===== src/rtl/rom_arbiter.sv =====
// ---------------------------------------------------------------------------
// rom_arbiter
//   Shares one synchronous program ROM (one-cycle registered read) between two
//   requesters. One read is accepted per cycle; ownership of in-flight reads
//   is tracked by a two-stage tag pipeline so data and a one-cycle VALID
//   strobe return to the requester that issued the read, in grant order.
//
//   Optional feature macro: ROM_ARB_ROUND_ROBIN_EN
//     defined   : on a tie, grant the port not granted most recently
//     undefined : fixed priority, port 0 wins every tie
//
// Ports
//   CLK              system clock, rising edge
//   RESETN           asynchronous active-low reset
//   REQ0/REQ1        read request per port
//   ADDR0/ADDR1      read address per port, held with REQ until granted
//   GNT0/GNT1        address accepted this cycle (combinational)
//   DATA0/DATA1      registered read data, held until next VALID on that port
//   VALID0/VALID1    one-cycle pulse: DATA of that port updated
//   ROM_ADDR         address to ROM (holds last granted address when idle)
//   ROM_DATA         ROM registered output
// ---------------------------------------------------------------------------
module rom_arbiter #(
  parameter int ADDR_WIDTH = 8,
  parameter int DATA_WIDTH = 8
) (
  input  logic                  CLK,
  input  logic                  RESETN,
  input  logic                  REQ0,
  input  logic                  REQ1,
  input  logic [ADDR_WIDTH-1:0] ADDR0,
  input  logic [ADDR_WIDTH-1:0] ADDR1,
  output logic                  GNT0,
  output logic                  GNT1,
  output logic [DATA_WIDTH-1:0] DATA0,
  output logic [DATA_WIDTH-1:0] DATA1,
  output logic                  VALID0,
  output logic                  VALID1,
  output logic [ADDR_WIDTH-1:0] ROM_ADDR,
  input  logic [DATA_WIDTH-1:0] ROM_DATA
);

  logic                  gnt0_d;
  logic                  gnt1_d;
  logic [ADDR_WIDTH-1:0] last_addr_q;

  // Tag pipeline: stage1 marks the cycle ROM_DATA is valid, stage2 marks the
  // cycle the captured data is presented, so stage2 directly drives VALID.
  logic                  s1_valid_q;
  logic                  s1_owner_q;
  logic                  s2_valid_q;
  logic                  s2_owner_q;

  logic [DATA_WIDTH-1:0] data_q  [2];
  logic [1:0]            valid_w;

`ifdef ROM_ARB_ROUND_ROBIN_EN
  // 1 = port 1 was granted most recently, so port 0 wins the next tie.
  logic rr_last_q;
  logic rr_last_d;

  always_comb begin
    gnt0_d = 1'b0;
    gnt1_d = 1'b0;
    if (RESETN) begin
      if (REQ0 && REQ1) begin
        gnt0_d = rr_last_q;
        gnt1_d = ~rr_last_q;
      end else begin
        gnt0_d = REQ0;
        gnt1_d = REQ1;
      end
    end
    rr_last_d = rr_last_q;
    if (gnt1_d)      rr_last_d = 1'b1;
    else if (gnt0_d) rr_last_d = 1'b0;
  end

  always_ff @(posedge CLK or negedge RESETN) begin
    if (!RESETN) rr_last_q <= 1'b1;
    else         rr_last_q <= rr_last_d;
  end
`else
  always_comb begin
    gnt0_d = RESETN & REQ0;
    gnt1_d = RESETN & REQ1 & ~REQ0;
  end
`endif

  assign GNT0 = gnt0_d;
  assign GNT1 = gnt1_d;

  // ROM address mux; when idle the ROM keeps seeing the last granted address.
  always_comb begin
    if (gnt0_d)      ROM_ADDR = ADDR0;
    else if (gnt1_d) ROM_ADDR = ADDR1;
    else             ROM_ADDR = last_addr_q;
  end

  always_ff @(posedge CLK or negedge RESETN) begin
    if (!RESETN) begin
      last_addr_q <= '0;
      s1_valid_q  <= 1'b0;
      s1_owner_q  <= 1'b0;
      s2_valid_q  <= 1'b0;
      s2_owner_q  <= 1'b0;
    end else begin
      last_addr_q <= ROM_ADDR;
      s1_valid_q  <= gnt0_d | gnt1_d;
      s1_owner_q  <= gnt1_d;
      s2_valid_q  <= s1_valid_q;
      s2_owner_q  <= s1_owner_q;
    end
  end

  // Per-port data capture and valid decode.
  for (genvar gi = 0; gi < 2; gi++) begin : g_port
    always_ff @(posedge CLK or negedge RESETN) begin
      if (!RESETN) begin
        data_q[gi] <= '0;
      end else if (s1_valid_q && (s1_owner_q == 1'(gi))) begin
        data_q[gi] <= ROM_DATA;
      end
    end
    assign valid_w[gi] = s2_valid_q && (s2_owner_q == 1'(gi));
  end

  assign DATA0  = data_q[0];
  assign DATA1  = data_q[1];
  assign VALID0 = valid_w[0];
  assign VALID1 = valid_w[1];

endmodule

===== config.mk =====
export PLATFORM = sky130hd
export DESIGN_NAME = rom_arbiter
export DESIGN_NICKNAME = d
export VERILOG_FILES = /design/src/rtl/rom_arbiter.sv
export SDC_FILE = /design/constraint.sdc
export NUM_CORES = 1
export LEC_CHECK = 0
export ABC_AREA = 1
export CORE_ASPECT_RATIO = 1.1
export CORE_UTILIZATION = 37
export CTS_BUF_LIST = sky130_fd_sc_hd__clkbuf_4
export CTS_CLUSTER_SIZE = 30
export DETAILED_ROUTE_END_ITERATION = 10
export PLACE_DENSITY = 0.88
export SLEW_MARGIN = 40
export SYNTH_ARGS = -nofsm -noshare
export SYNTH_HDL_FRONTEND = slang
export SYNTH_SLANG_ARGS = --single-unit

===== constraint.sdc =====
create_clock -name CLK -period 1.08 [get_ports CLK]
set_clock_uncertainty 0.2 [all_clocks]
set_input_delay 0.216 -clock CLK [delete_from_list [all_inputs] [get_ports CLK]]
set_output_delay 0.216 -clock CLK [all_outputs]
set_load 0.01 [all_outputs]

==> reports/qor.csv <==
metric,value,unit
share of layout cells above drive strength 1,60.1,%
GR Util met2,47.5,%
# fillers,144,
post-synth top area cell,dfrtp_1,
# DRC,0,
Final setup viols,45,
Lkg Pwr,1.21,nW
DP Cell Count,210,
synthesized cell area,0.00113,mm^2
largest net degree at the start of global routing,20,
drt first-iter violations,31,
"EDFF count, synth",0,
CP max FO,2,
Max Cap Violations,0,
Worst Setup Path Type,in -> out,
Critical Path Sink Type,primary output,
outcome,"finished, violations left",
synthesized net count,146,
critical path launch point type,input port,
Post-synth top cells,"dfrtp_1 (28), nand2_1 (26), nand3_1 (17), o21ai_1 (16), inv_1 (11)",
Syn Inst Count,118,
unrepaired setup endpoints after global routing,yes,
Final Worst Setup Slack,-0.375,ns
IO buf count,55,
first-pass GRT wire length,5800,um
top post-synthesis cells by area,"dfrtp_1 (62%), nand2_1 (8.6%), nand3_1 (7.5%)",
ys flop type,dfrtp_1,
PwrDens,1220,mW/mm^2
Placer Congestion,0.798,
Syn-to-layout area delta,115,%
clock transition at the registers of the reported paths,0.13,ns
Die W,54.8,um
CTS tree,done,
share of the synthesized area in the top cell type,61.7,%
Synth Warn #,0,
#FFs+latches synth,28,
CTS sink count,28,
hold slack,-0.0182,ns
CTS H-Tree Depth,1,
chip height,60.1,um
die area,0.00329,mm^2
synth unique cells,14,
routing usage on met3,3.31,%
post-DP HPWL,2210,um
CTS root buffer,clkbuf_4,
initial antenna violation count,0,
VDD IR max,0.900,mV
vias in the first global route,1311,
core area,0.00283,mm^2
violated checks,"negative hold slack, negative setup slack",
overall power,2.98,mW
hold crit path type,in -> reg,
number of diodes,0,
layer with the highest usage,met2,
"Hold Vio Cnt, Final",1,
met1 Use GR,26.4,%
Layout Nets,248,
most numerous cell in the Yosys netlist,dfrtp_1,
wire length per cell,17.5,um
final worst path period share,135,%
Worst-Margin Slew,0.250,ns
CTS Hold Bufs,5,
Final Slew Violations,0,
Congestion Overflow GR,0,
via count,1286,
Worst-Skew Late Latency,0.31,ns
f_max,0.687,GHz
final WL,4380,um
Max Root-Sink Buffers,2,
Tmin final,1.45,ns
Mean Syn Cell Area,9.62,um^2
Final ANT Viol Nets,0,
Slew HR,83.3,%
GRT Util Overall,25.5,%
non-filler cells in the finished layout,251,
CP arrival,1.04,ns
drt pass-1 iters,4,
sequential area share after synthesis,61.7,%
I/O Pins,56,
CTS Buf Count,3,
DR vias/cell,5.12,
standard-cell rows,20,
Post-synth ARST share,100,%
Critical Path RT,0.66,ns
Starting Density,40.1,%
-- registers in the layout (all words and copies together), names as in the netlist --
name         flops
DATA0            8
last_addr_q      8
s2_valid_q       1
s1_owner_q       1
s2_owner_q       1
s1_valid_q       1
DATA1            8
-- area by class of cell --
| class | instances | area, um^2 | area share (%) |
|---|---|---|---|
| Timing Repair Buffer | 99 | 968 | 39.7 |
| Sequential cell | 28 | 703 | 28.8 |
| Multi-Input combinational cell | 74 | 638 | 26.2 |
| Inverter | 14 | 65.1 | 2.67 |
| Tap cell | 33 | 41.3 | 1.69 |
| Clock buffer | 3 | 22.5 | 0.924 |
-- critical path, stage by stage --
cell	delay (ns)
clkdlybuf4s50_1	0.47
nand2_1	0.12
nand3_4	0.13
buf_6	0.11
-- cells in the final DEF (no fill, tap or decap) --
cell type,Yosys,routed
o21ai_2,0,10
clkbuf_4,0,3
inv_6,0,1
clkinv_4,0,1
nand3_1,17,1
nand2_8,0,5
nor2_1,1,1
o21ai_1,16,6
buf_6,2,27
inv_4,0,1
dfrtp_2,0,2
inv_2,2,2
inv_1,11,9
dlygate4sd2_1,0,3
dlymetal6s2s_1,0,1
nand4_1,8,8
buf_8,0,1
nand3_2,0,14
nand2_1,26,7
buf_2,1,12
nand2_4,1,7
nand2_2,3,13
nand3_4,0,2
buf_4,1,24
clkdlybuf4s50_1,0,20
dfrtp_1,28,26
dlygate4sd3_1,0,5
buf_12,0,6
-- per-stage QoR --
stage | utilization, % | hold slack [ns] | setup WS, ns | TNS [ns] | area (um^2)
after floorplan | - | -0.280 | 0.00708 | 0 | 1180
after global placement | 63.2 | -0.130 | -0.966 | -17.35 | 1790
after detailed placement | 63.2 | -0.128 | -1.04 | -19.15 | 1790
after CTS | 76.7 | 0.0363 | -0.376 | -7.08 | 2170
after global routing | 86.2 | -0.0344 | -0.435 | -9.79 | 2440
final | 86.2 | -0.0182 | -0.375 | -8.04 | 2440
-- power by group --
part / internal (mW) / total [mW] / switching [mW]
logic: 0.708 / 1.26 / 0.548
clock network: 0.130 / 0.405 / 0.274
registers: 1.21 / 1.32 / 0.115
total: 2.05 / 2.98 / 0.937
-- cells by family (layout without fill, tap and decap cells) --
family	after synthesis	count (layout)	share of synthesized area (%)
AND/OR/NAND/NOR	56	58	23.5
buffers and inverters	18	116	7.72
AO/OA/AOI/OAI	16	16	7.06
flip-flops	28	28	61.7
-- what timing repair did --
action	CTS	global route
gates resized for setup	181	44
endpoints found under the hold margin	28	1
setup buffers	24	10
setup endpoints to repair	53	45
gates cloned	1	1
pin swaps	23	9
-- routing by layer --
metal / routed length, um / vias up
li1: - / 596
met1: 1600 / 625
met2: 2380 / 52
met3: 250 / 13
met4: 155 / 0
met5: 0 / -
-- path summary, 6_finish.rpt --
path | to | startpoint | slack (ns) | depth (start not counted)
max in group asynchronous | s1_owner_q | RESETN | 0.22 | 3
max reg2reg | last_addr_q[0] | last_addr_q[0] | -0.22 | 6
max | ROM_ADDR[0] | ADDR0[0] | -0.37 | 4
min in group asynchronous | last_addr_q[4] | RESETN | 0.11 | 3
min | s1_valid_q | REQ1 | -0.02 | 3
min reg2reg | DATA0[6] | DATA0[6] | 0.32 | 2
(Power assumes the default switching activity.)
